## src/rtl/fp_mul_arbiter.sv

```systemverilog
// Round-robin arbiter in front of one shared FP multiplier, two-stage result path.
// Optional MUL_ARB_FIXED_PRIO_EN: requester 0 gets absolute priority over the rest.
module fp_mul_arbiter #(
   parameter int N_REQ = 4,
   parameter int ID_W  = 2
) (
   input  logic                clk,
   input  logic                rst_n,
   input  logic [N_REQ-1:0]    req_valid,
   input  logic [32*N_REQ-1:0] req_a,
   input  logic [32*N_REQ-1:0] req_b,
   output logic [N_REQ-1:0]    req_ready,
   output logic                res_valid,
   output logic [31:0]         res_data,
   output logic [ID_W-1:0]     res_id,
   input  logic                res_ready
);

`ifdef MUL_ARB_FIXED_PRIO_EN
   localparam logic SKIP0 = 1'b1;
`else
   localparam logic SKIP0 = 1'b0;
`endif

   localparam logic [N_REQ-1:0] ONE = {{(N_REQ-1){1'b0}}, 1'b1};

   logic [31:0]     op_a;
   logic [31:0]     op_b;
   logic [ID_W-1:0] op_id;
   logic            s1_full;
   logic [ID_W-1:0] rr_ptr;
   logic [ID_W-1:0] win_id;
   logic [ID_W-1:0] cand;
   logic            win_vld;
   logic            s2_free;
   logic            s1_adv;
   logic            s1_free;
   logic            hs;
   logic [31:0]     win_a;
   logic [31:0]     win_b;

   function automatic logic [31:0] fmul(input logic [31:0] a,
                                        input logic [31:0] b);
      logic [47:0] p;
      logic [7:0]  e;
      logic [22:0] m;
      if (a[30:0] == 31'd0 || b[30:0] == 31'd0)
         return 32'd0;
      p = 48'({1'b1, a[22:0]}) * 48'({1'b1, b[22:0]});
      e = a[30:23] + b[30:23] - 8'd127 + {7'd0, p[47]};
      m = p[47] ? p[46:24] : p[45:23];
      return {a[31] ^ b[31], e, m};
   endfunction

   assign s2_free = ~res_valid | res_ready;
   assign s1_adv  = s1_full & s2_free;
   assign s1_free = ~s1_full | s1_adv;

   // Search starts just after the last winner; requester 0 may be pinned first.
   always_comb begin
      win_vld = 1'b0;
      win_id  = '0;
      cand    = '0;
      if (SKIP0 && req_valid[0]) begin
         win_vld = 1'b1;
      end
      for (int k = 1; k <= N_REQ; k++) begin
         cand = ID_W'((int'(rr_ptr) + k) % N_REQ);
         if (!win_vld && req_valid[cand] &&
             !(SKIP0 && cand == '0)) begin
            win_vld = 1'b1;
            win_id  = cand;
         end
      end
   end

   assign req_ready = (rst_n && s1_free && win_vld) ?
                      (ONE << win_id) : '0;
   assign hs    = |(req_ready & req_valid);
   assign win_a = req_a[32*win_id +: 32];
   assign win_b = req_b[32*win_id +: 32];

   always_ff @(posedge clk or negedge rst_n) begin
      if (!rst_n) begin
         op_a      <= '0;
         op_b      <= '0;
         op_id     <= '0;
         s1_full   <= 1'b0;
         rr_ptr    <= ID_W'(N_REQ - 1);
         res_valid <= 1'b0;
         res_data  <= '0;
         res_id    <= '0;
      end else begin
         if (hs) begin
            op_a    <= win_a;
            op_b    <= win_b;
            op_id   <= win_id;
            s1_full <= 1'b1;
            if (!(SKIP0 && win_id == '0))
               rr_ptr <= win_id;
         end else if (s1_adv) begin
            s1_full <= 1'b0;
         end
         if (s1_adv) begin
            res_data  <= fmul(op_a, op_b);
            res_id    <= op_id;
            res_valid <= 1'b1;
         end else if (res_ready) begin
            res_valid <= 1'b0;
         end
      end
   end

endmodule
```

## config.mk

```make
export PLATFORM = sky130hd
export DESIGN_NAME = fp_mul_arbiter
export DESIGN_NICKNAME = d
export VERILOG_FILES = /design/src/rtl/fp_mul_arbiter.sv
export SDC_FILE = /design/constraint.sdc
export NUM_CORES = 2
export LEC_CHECK = 0
export BUFFER_PORTS_ARGS = -buffer_cell sky130_fd_sc_hd__buf_4
export CORE_MARGIN = 10
export CORE_UTILIZATION = 40
export DETAILED_ROUTE_END_ITERATION = 10
export GPL_ROUTABILITY_DRIVEN = 0
export GPL_TIMING_DRIVEN = 0
export PLACE_DENSITY = 0.59
export SLEW_MARGIN = 10
export SYNTH_ARGS = -nofsm -noshare
export SYNTH_HDL_FRONTEND = slang
export SYNTH_SLANG_ARGS = --single-unit
```

## constraint.sdc

```tcl
create_clock -name clk -period 10.65 [get_ports clk]
set_clock_uncertainty 0.15 [all_clocks]
set_input_delay 1.065 -clock clk [delete_from_list [all_inputs] [get_ports clk]]
set_output_delay 1.065 -clock clk [all_outputs]
set_load 0.02 [all_outputs]
```

==> results.cfg <==
[global_routing]
grt_first_pass_wirelength_mm = 142
grt_pass1_vias = 22200
grt_max_degree = 106
overflow = 0
antenna_found_initial = 1
grt_util_all_layers_pct = 25.9

[critical_path]
end_kind = register
worst_setup_path_start_kind = register
crit_buf_inv = 6
cp_top_family = adder cells
critical_path_peak_fanout = 10
cp.required_ps = 10730
crit_arrival_ps = 10440
crit_type = reg -> reg
cp_slowest_stage_delay_ps = 940
cp_common_cell = fa_1
critPathSlowestCell = clkbuf_1

[die]
die_h_um = 269
floorplan.initialDensity_pct = 40.4
die-area_mm2 = 0.0725
core_mm2 = 0.0616
rows = 91
dieWidth_um = 269
ios = 302

[drt]
routedWlPerCell_um = 22.8
drt-total-wl_mm = 95.3
dr.pass1.iters = 5
via_per_inst = 5.21
ant_nets = 0
drc = 0
via_count = 21800
drtIter0Drc = 1836

[synth]
synth.distinct_cells = 65
yosysWarningCount = 0
synth_nets = 3954
netlist_instances = 3027
synthFlopType = dfrtp_1
async_reset_ff_share_pct = 100
ys_seq_area_share_pct = 10.5
netlist_area_mm2 = 0.0249
syn_avg_cell_area_um2 = 8.21
ys_ff_latch = 104
synth-edff-count = 0

[cts]
cts_setup_buffers = 0
clock_sinks = 104
clk_pin_slew_ps = 80
cts_tree = yes
clockBufferDepth = 2
cts-root-buf = clkbuf_16
cts_made_buffers = 9
clk_latency_ps = 390
htreeDepth = 3

[timing]
fmax_mhz = 96.6
maxSlewHeadroom_pct = 20.6
worst_slew_pin_slew_ps = 1190
hold_viol = 0
fin_setup_tns_ps = 0
fin_crit_ps = 10360
hold-worst-slack_ps = 344
rsz0062_at_grt = no
finalCritPeriodShare_pct = 97.2
setup_viol_count_final = 0
final-max-slew-violation-count = 0

[finish]
drive_gt1_share_pct = 10.3
nets = 4266
area_delta_synth_final_pct = 14.7

[placed_design]
io_buffers = 301
hpwl_mm = 80.7

[run_status]
status = complete, no violations

[job]
cap_violations = 0

[worst_hold_path]
hold_class = reg -> reg
[placed cells by master (no fill, tap or decap), types with 4 or more instances in the layout]
master,Yosys,routed
a21o_1,32,32
a21oi_1,52,52
a22o_1,8,8
a31oi_1,4,4
and2_1,218,218
and3_1,5,5
buf_1,10,10
buf_2,3,4
buf_4,0,300
clkbuf_1,154,148
clkbuf_16,0,9
clkbuf_2,0,6
dfrtp_1,102,102
fa_1,482,482
ha_1,182,182
inv_1,569,569
mux2i_1,12,12
nand2_1,529,529
nand2b_1,8,8
nand3_1,74,74
nand4_1,16,16
nor2_1,247,247
nor3_1,9,9
nor3b_1,5,5
nor4_1,17,17
o211ai_1,5,5
o21a_1,6,6
o21ai_0,159,159
o21ai_1,19,19
o21bai_1,7,7
o221ai_1,4,4
or3_1,5,5
xnor2_1,23,23
xor2_1,13,13
[worst reg2reg max path, delay by kind of cell (launching register included)]
family                   cells  cell delay (ps)
flip-flops                   1              740
adder cells (fa/ha/maj)     10             4480
buffers and inverters        6             1390
XOR/XNOR                     1              350
AND/OR/NAND/NOR              7             1160
AO/OA/AOI/OAI                8             1940
[worst paths after layout]
kind                                          from                       end  slack, ps  cells past startpoint
setup / recovery               op_b[6]$_DFFE_PN0P_  res_data[29]$_DFFE_PN0P_        290                     32
hold / removal             res_data[3]$_DFFE_PN0P_   res_data[3]$_DFFE_PN0P_        340                      2
setup reg to reg               op_b[6]$_DFFE_PN0P_  res_data[29]$_DFFE_PN0P_        290                     32
hold reg to reg            res_data[3]$_DFFE_PN0P_   res_data[3]$_DFFE_PN0P_        340                      2
max in group asynchronous                    rst_n       op_b[3]$_DFFE_PN0P_       8990                      1
min in group asynchronous                    rst_n  res_data[24]$_DFFE_PN0P_        640                      1
[flip-flops by register name, summed over array words and instances (netlist names)]
signal and count:
op_a 32, rr_ptr 2, op_id 2, op_b 32, res_id 2, res_valid 1, s1_full 1, res_data 32
[stage by stage]
step | worst slack, ps | util, % | std cells | instance area (um^2)
after floorplan | 2330 | - | 3027 | 24900
after global placement | 86.4 | 45.7 | 4165 | 28200
after detailed placement | 62.3 | 45.8 | 4166 | 28200
after CTS | 28.2 | 46.3 | 4182 | 28500
after global routing | 5.15 | 46.3 | 4181 | 28500
final | 295 | 46.3 | 4182 | 28500
[routing by layer]
metal  track usage, %  routed length (um)
met1             32.7               37700
met2             42.4               44700
met3             5.58                8520
met4             11.0                4410
met5                0                   0
[synthesized netlist by cell type (13+ instances only)]
cell type,n,share of area [%]
dfrtp_1,102,10
and2_1,218,5.5
nor4_1,17,0.43
inv_1,569,8.6
xnor2_1,23,0.81
nand2_1,529,8.0
o21ai_0,159,3.2
ha_1,182,9.2
a21oi_1,52,1.0
a21o_1,32,0.97
xor2_1,13,0.46
o21ai_1,19,0.38
fa_1,482,39
nor2_1,247,3.7
nand3_1,74,1.5
clkbuf_1,154,2.3
nand4_1,16,0.40
[kinds of logic (layout without fill, tap and decap cells)]
family,after synthesis,after routing,share of synthesized area (%)
AOI/OAI and AO/OA,328,328,7.94
xor gates and xnor gates,36,36,1.27
adders and majority gates,664,664,48.0
buffers and inverters,740,1057,11.2
DFF,104,104,10.5
muxes,14,14,0.574
other,0,1,0
and+or+nand+nor,1141,1141,20.5
[cell type report]
| class | instances | area (um^2) |
|---|---|---|
| Antenna cell | 1 | 2.50 |
| Tap cell | 837 | 1050 |
| Inverter | 571 | 2150 |
| Clock inverter | 6 | 77.6 |
| Buffer | 168 | 657 |
| Fill cell | 6274 | 33100 |
| Sequential cell | 104 | 2610 |
| Multi-Input combinational cell | 2183 | 19500 |
| Clock buffer | 10 | 229 |
| Timing Repair Buffer | 302 | 2270 |
[what timing repair did]
item / CTS / global route
hold buffers: 0 / 0
gates resized for setup: 0 / 15
hold endpoints to repair: 0 / 0
setup endpoints to repair: 0 / 3
Power is not shown: default switching activity piles up to over one toggle a cycle in this logic, so the estimate is an artifact.
